File: src/rtl/csi2_pkg.sv
// csi2_pkg
//   Shared definitions for the CSI-2 packet decoder slice:
//   - data-type codes for the short-packet markers and RAW8 payload
//   - decoder state encoding
//   - parity masks for the 6-bit packet-header ECC over D[23:0]
//     (DataID is D[7:0], WC low byte D[15:8], WC high byte D[23:16])
package csi2_pkg;

    localparam logic [5:0] FRAME_START = 6'h00;
    localparam logic [5:0] FRAME_END   = 6'h01;
    localparam logic [5:0] LINE_START  = 6'h02;
    localparam logic [5:0] LINE_END    = 6'h03;
    localparam logic [5:0] RAW8        = 6'h2A;

    typedef enum logic [1:0] {
        IDLE    = 2'd0,
        PAYLOAD = 2'd1,
        DRAIN   = 2'd2
    } state_t;

    // ECC_MASKS[i] selects the data bits XORed into parity bit P<i>.
    localparam logic [5:0][23:0] ECC_MASKS = {
        24'hEFFC00,   // P5
        24'hDF03F0,   // P4
        24'hB8E38E,   // P3
        24'h749A6D,   // P2
        24'hF2555B,   // P1
        24'hF12CB7    // P0
    };

endpackage

File: src/rtl/csi2_header_ecc.sv
// csi2_header_ecc
//   Combinational 6-bit Hamming ECC generator for a CSI-2 packet header.
//   Ports:
//     data [23:0] in  : header bytes 0..2, byte0 bit0 = D0
//     ecc  [5:0]  out : computed parity P5..P0
module csi2_header_ecc
    import csi2_pkg::*;
(
    input  logic [23:0] data,
    output logic [5:0]  ecc
);

    for (genvar i = 0; i < 6; i++) begin : g_parity
        assign ecc[i] = ^(data & ECC_MASKS[i]);
    end

endmodule

File: src/rtl/csi2_packet_decoder.sv
// csi2_packet_decoder
//   Parses one CSI-2 packet per HS burst from a 4-lane byte-aligned receiver,
//   checks the header ECC, filters on VC/DT, forwards RAW8 payload words and
//   pulses frame/line markers and error flags. Single clock domain (mipi_clk).
//   Ports:
//     mipi_clk, reset_n        : byte clock, async active-low reset
//     lane_data [31:0]         : lane 0 in [7:0] .. lane 3 in [31:24]
//     lane_valid               : high for the whole burst, one packet per burst
//     mipi_data [31:0]         : payload word, [7:0] is the earliest byte
//     mipi_data_enable         : payload word valid
//     frame_start/frame_end/line_start/line_end : 1-cycle marker pulses
//     header_error, length_error                : 1-cycle error pulses
//     state_dbg [1:0]          : current decoder state (csi2_pkg::state_t)
//
//   Handshake: lane_valid and mipi_data_enable are plain valid strobes with no
//   ready; a word is transferred on every clock edge where its valid is high,
//   and the downstream side must accept one word per cycle.
module csi2_packet_decoder
    import csi2_pkg::*;
#(
    parameter logic [1:0]  VIRTUAL_CHANNEL = 2'd0,
    parameter logic [5:0]  DATA_TYPE       = RAW8,
    parameter logic [15:0] MAX_WORD_COUNT  = 16'd4096
) (
    input  logic        mipi_clk,
    input  logic        reset_n,
    input  logic [31:0] lane_data,
    input  logic        lane_valid,
    output logic [31:0] mipi_data,
    output logic        mipi_data_enable,
    output logic        frame_start,
    output logic        frame_end,
    output logic        line_start,
    output logic        line_end,
    output logic        header_error,
    output logic        length_error,
    output logic [1:0]  state_dbg
);

    state_t      state;
    logic [13:0] words_left;

    // Header fields, only meaningful in the first cycle of a burst.
    logic [1:0]  hdr_vc;
    logic [5:0]  hdr_dt;
    logic [15:0] hdr_wc;
    logic [5:0]  hdr_ecc_rx;
    logic [5:0]  hdr_ecc_calc;
    logic        ecc_ok;
    logic        vc_match;

    assign hdr_vc     = lane_data[7:6];
    assign hdr_dt     = lane_data[5:0];
    assign hdr_wc     = lane_data[23:8];
    assign hdr_ecc_rx = lane_data[29:24];   // ECC[7:6] are reserved and ignored
    assign ecc_ok     = (hdr_ecc_calc == hdr_ecc_rx);
    assign vc_match   = (hdr_vc == VIRTUAL_CHANNEL);
    assign state_dbg  = state;

    csi2_header_ecc u_header_ecc (
        .data (lane_data[23:0]),
        .ecc  (hdr_ecc_calc)
    );

    always_ff @(posedge mipi_clk or negedge reset_n) begin
        if (!reset_n) begin
            state            <= IDLE;
            words_left       <= '0;
            mipi_data        <= '0;
            mipi_data_enable <= 1'b0;
            frame_start      <= 1'b0;
            frame_end        <= 1'b0;
            line_start       <= 1'b0;
            line_end         <= 1'b0;
            header_error     <= 1'b0;
            length_error     <= 1'b0;
        end else begin
            mipi_data_enable <= 1'b0;
            frame_start      <= 1'b0;
            frame_end        <= 1'b0;
            line_start       <= 1'b0;
            line_end         <= 1'b0;
            header_error     <= 1'b0;
            length_error     <= 1'b0;

            case (state)
                IDLE: begin
                    if (lane_valid) begin
                        if (!ecc_ok) begin
                            header_error <= 1'b1;
                            state        <= DRAIN;
                        end else if (hdr_dt <= 6'h0F) begin
                            if (vc_match) begin
                                case (hdr_dt)
                                    FRAME_START: frame_start <= 1'b1;
                                    FRAME_END:   frame_end   <= 1'b1;
                                    LINE_START:  line_start  <= 1'b1;
                                    LINE_END:    line_end    <= 1'b1;
                                    default:     ;
                                endcase
                            end
                            state <= DRAIN;
                        end else if (vc_match && hdr_dt == DATA_TYPE) begin
                            if (hdr_wc > MAX_WORD_COUNT) begin
                                length_error <= 1'b1;
                                state        <= DRAIN;
                            end else begin
                                // Partial trailing word: flag it, drop its bytes.
                                if (hdr_wc[1:0] != 2'b00)
                                    length_error <= 1'b1;
                                // With no whole word to forward, skip PAYLOAD so a
                                // burst following a one-cycle gap is not missed.
                                if (hdr_wc[15:2] != 14'd0) begin
                                    words_left <= hdr_wc[15:2];
                                    state      <= PAYLOAD;
                                end else begin
                                    state      <= DRAIN;
                                end
                            end
                        end else begin
                            state <= DRAIN;
                        end
                    end
                end

                PAYLOAD: begin
                    // words_left is always >= 1 here, so it never wraps.
                    if (lane_valid) begin
                        mipi_data        <= lane_data;
                        mipi_data_enable <= 1'b1;
                        words_left       <= words_left - 14'd1;
                        if (words_left == 14'd1)
                            state <= DRAIN;
                    end else begin
                        length_error <= 1'b1;
                        words_left   <= '0;
                        state        <= IDLE;
                    end
                end

                DRAIN: begin
                    if (!lane_valid)
                        state <= IDLE;
                end

                default: state <= IDLE;
            endcase
        end
    end

endmodule

File: config.mk
export PLATFORM = sky130hd
export DESIGN_NAME = csi2_packet_decoder
export DESIGN_NICKNAME = d
export VERILOG_FILES = /design/src/rtl/csi2_pkg.sv /design/src/rtl/csi2_header_ecc.sv /design/src/rtl/csi2_packet_decoder.sv
export SDC_FILE = /design/constraint.sdc
export NUM_CORES = 1
export LEC_CHECK = 0
export CAP_MARGIN = 20
export CORE_ASPECT_RATIO = 0.75
export CORE_MARGIN = 8
export CORE_UTILIZATION = 50
export DETAILED_ROUTE_END_ITERATION = 10
export GPL_ROUTABILITY_DRIVEN = 0
export GPL_TIMING_DRIVEN = 0
export PLACE_DENSITY_LB_ADDON = 0.25
export SLEW_MARGIN = 0
export SYNTH_ARGS = -nofsm -noshare
export SYNTH_HDL_FRONTEND = slang
export SYNTH_SLANG_ARGS = --single-unit
File: constraint.sdc
create_clock -name mipi_clk -period 2.4 [get_ports mipi_clk]
set_clock_uncertainty 0.2 [all_clocks]
set_input_delay 0.36 -clock mipi_clk [delete_from_list [all_inputs] [get_ports mipi_clk]]
set_output_delay 0.36 -clock mipi_clk [all_outputs]
set_load 0.01 [all_outputs]
==> implementation parameters <==
Parameter                              Value

Synth
  Post-synthesis instance area ... 0.003261 mm^2
  Yosys top cell by area ... dfrtp_1
  Post-synthesis cell count ... 333
  Share of the yosys chip area belonging to registers ... 0.4221
  Number of nets in the synthesized netlist ... 388
  Number of warnings reported in the yosys synthesis log ... 0
  Leading post-synthesis cells by cell area ... dfrtp_1, ha_1, nand2_1
  Unique cell type count in the Yosys netlist ... 45
  Number of synthesized register bits ... 55
  Yosys top cell area share ... 0.4221
  Average instance area after synthesis ... 9.792 um^2

Die
  Core area ... 0.006319 mm^2
  # rows ... 25
  Height of the chip ... 85.94 um
  Die footprint ... 0.009388 mm^2
  Effective utilization at floorplan ... 0.5160
  Number of ports placed on the die boundary ... 76
  Die width ... 109.2 um

Run status
  Failing checks ... negative setup slack
  Outcome ... finished, violations left

Pwr
  Leak pwr ... 2.229 nW
  Largest vdd supply drop ... 0.2770 mV
  Pwr Density ... 460.2 mW/mm^2

Final layout
  Area growth from synthesis to final layout ... 45.97%
  Final instance count without filler cells ... 522
  Antenna fix cells ... 0
  Layout cells sized above 1 ... 0.2676
  Total non-filler cell area in the finished layout ... 0.004760 mm^2
  Post-layout util ... 0.7533
  Fin nets ... 495

Setup path
  Startpoint type of the worst setup path ... primary input
  Worst path top cell family by delay ... XOR/XNOR gates
  Sort of element at the end of the critical path ... register
  Critical Path Start ... lane_data[2]
  CP peak stage delay ... 0.47 ns
  Startpoint of the worst-slack reg-to-reg timing path ... words_left[4]
  Critical path buffer and inverter count ... 4
  Category of the most critical setup path ... in -> reg
  Critical Path, Cell by Cell ... buf_8, inv_6, ha_4, xnor3_1, xnor3_1, buf_4, and3_4, o22ai_4, buf_6, or4_4, a21oi_2
  Worst Path Required ... 2.45 ns
  Slowest cell on the critical path ... or4_4
  Maximum net fanout on the critical path ... 6
  Arrival time of data at the critical path endpoint ... 2.60 ns
  Most used cell along the critical path ... xnor3_1

GRT
  Wire length of the first global-routing pass ... 15.70 mm
  Maximum number of pins on one net before global-route repair ... 41
  Via count of the first global-routing pass ... 3028
  Congestion Overflow GR ... 0
  Antenna violations before repair ... 0
  GRT Overall Usage ... 0.2137

Run
  Maximum capacitance violations ... 0

STA
  Worst Hold Margin ... 0.1260 ns
  Transition time at the pin with the least slew margin ... 0.5947 ns
  Maximum frequency from static timing analysis ... 0.3928 GHz
  Worst Setup Slack, final ... -0.1457 ns
  Setup violation total in the final timing report ... 18
  Count of final hold-check violations ... 0
  Unrepaired setup endpoints after global routing ... yes
  Final Max Tran Viols ... 0
  Relative slew slack ... 0.6005
  Final Cycle Share ... 1.061
  Shortest period the worst path allows ... 2.546 ns

Clocking
  Sink Count ... 55
  Reg clk slew, reported paths ... 0.11 ns
  CTS tree ... done
  Clock insertion delay at the later pin of the skew report ... 0.32 ns
  Number of buffers on the longest clock path ... 2
  Root buffer cell ... clkbuf_8
  CTS Buf Count ... 5
  Clock H-tree levels ... 2

Route
  Post-detailed-route DRC marker count ... 0
  Average wire length per cell after detail routing ... 19.64 um
  Via count ... 2999
  Total routed wirelength ... 10.25 mm
  TritonRoute pass-1 iters ... 5
  Via density ... 5.745
  DRT antenna net count ... 0
  Number of design-rule violations left by the first detailed-router iteration ... 214

Place
  Placed cell count ... 490
  Port Buffers ... 75
  HPWL after detailed placement ... 7.160 mm
  Placed Area ... 0.004244 mm^2

Worst hold path
  Min-delay src ... lane_data[5]
  Worst min-delay path class ... in -> reg
[final cells by class]
type / count / area, um^2
flip-flops and latches: 55 / 1376
clock buffers: 7 / 86.33
fillers: 414 / 1559
repair buffers: 100 / 912.1
well taps: 81 / 101.3
multi-input cells: 237 / 2079
clock inverters: 1 / 8.758
plain buffers: 12 / 61.31
inverters: 29 / 133.9
[worst paths after layout]
check                                 end  slack [ns]  cells after the start
hold reg to reg             mipi_data[25]        0.29                      2
max in group asynchronous   mipi_data[12]        1.15                      3
setup reg to reg           words_left[11]        0.05                      6
min in group asynchronous   mipi_data[29]        0.31                      2
setup / recovery             length_error       -0.15                     11
hold / removal               mipi_data[5]        0.13                      3
[cells by family (layout without fill, tap and decap cells)]
group           Yosys count  in the layout  synth area share
buf+inv                  41            149           0.04988
fa+ha+maj                20             20           0.07675
xor+xnor                 41             41            0.1589
simple gates            122            122            0.1781
flops                    55             55            0.4221
compound gates           54             54            0.1144
[stage by stage]
stage	setup WS, ns	TNS (ns)	total power, mW
floorplan	-0.1144	-0.1144	1.262
global placement	-0.9602	-68.26	1.413
detailed placement	-0.9589	-18.33	1.427
CTS	-0.1608	-0.9914	2.087
global route	-0.2135	-3.282	2.263
finish	-0.1457	-1.502	2.191
[cells in the mapped netlist, drive strengths merged]
master	n
o21a	1
or4	6
a21boi	1
o311ai	5
a41oi	1
nand4	1
and4	5
a31oi	1
a221o	5
a311o	1
buf	4
xnor3	11
nand2	66
o21ai	24
nor3	7
nor2	16
nor3b	1
xor2	8
nor4	2
a21oi	3
nor4bb	1
inv	29
nand3b	1
xnor2	22
or2	3
and3b	1
clkbuf	8
o221ai	4
nand2b	1
nand3	2
a21o	1
dfrtp	55
and3	4
o22ai	1
ha	20
o211ai	4
or3	3
o211a	1
nor2b	2
a311oi	1
[worst reg2reg max path, cell delays in order, from the launching register on]
cell     delay, ns
dfrtp_1       0.44
nor4_2        0.44
nand2_1       0.24
or4_1         0.46
xor2_1        0.15
nor2_1        0.05
a221o_1       0.26
[cells in the final DEF (no fill, tap or decap), types with 3 or more instances in the layout]
cell and n:
inv_1 9, inv_4 8, and4_1 5, or4_4 3
buf_4 30, nand2_1 66, buf_2 4, o211ai_1 4
ha_1 8, a221o_1 5, clkbuf_8 6, xnor2_2 8
buf_6 3, o311ai_0 3, xnor2_1 12, or4_1 3
dfrtp_1 55, clkdlybuf4s50_1 47, ha_4 12, nor3_1 5
nor2_1 15, o21ai_0 24, xnor3_1 9, xor2_1 5
or3_1 3, xor2_2 3, clkbuf_1 8, inv_2 11
clkdlybuf4s15_1 4, clkbuf_2 5
[where the power goes]
part | internal (mW) | switching (mW)
sequential | 0.928 | 0.00248
clock | 0.238 | 0.315
combinational | 0.374 | 0.334
[repair_timing]
action                                 in CTS  in global routing
setup endpoints to repair                  22                 38
endpoints found under the hold margin      15                  0
gates resized for setup                   108                 48
hold buffers                                1                  0
cloned                                      1                  0
pin swaps                                  23                 12
setup buffers                              16                  6
[state kept, by name (all words and copies together), names as in the netlist]
name	flops
mipi_data_enable	1
frame_start	1
mipi_data	32
length_error	1
words_left	14
line_end	1
header_error	1
frame_end	1
state_dbg	2
line_start	1
[per-layer routing]
layer	vias up	global-route usage	wire length, um
li1	1349	-	-
met4	0	0.05501	185
met3	18	0.06891	1122
met2	165	0.3277	4682
met1	1467	0.2836	4260
met5	-	0	0
(Power assumes the default switching activity.)
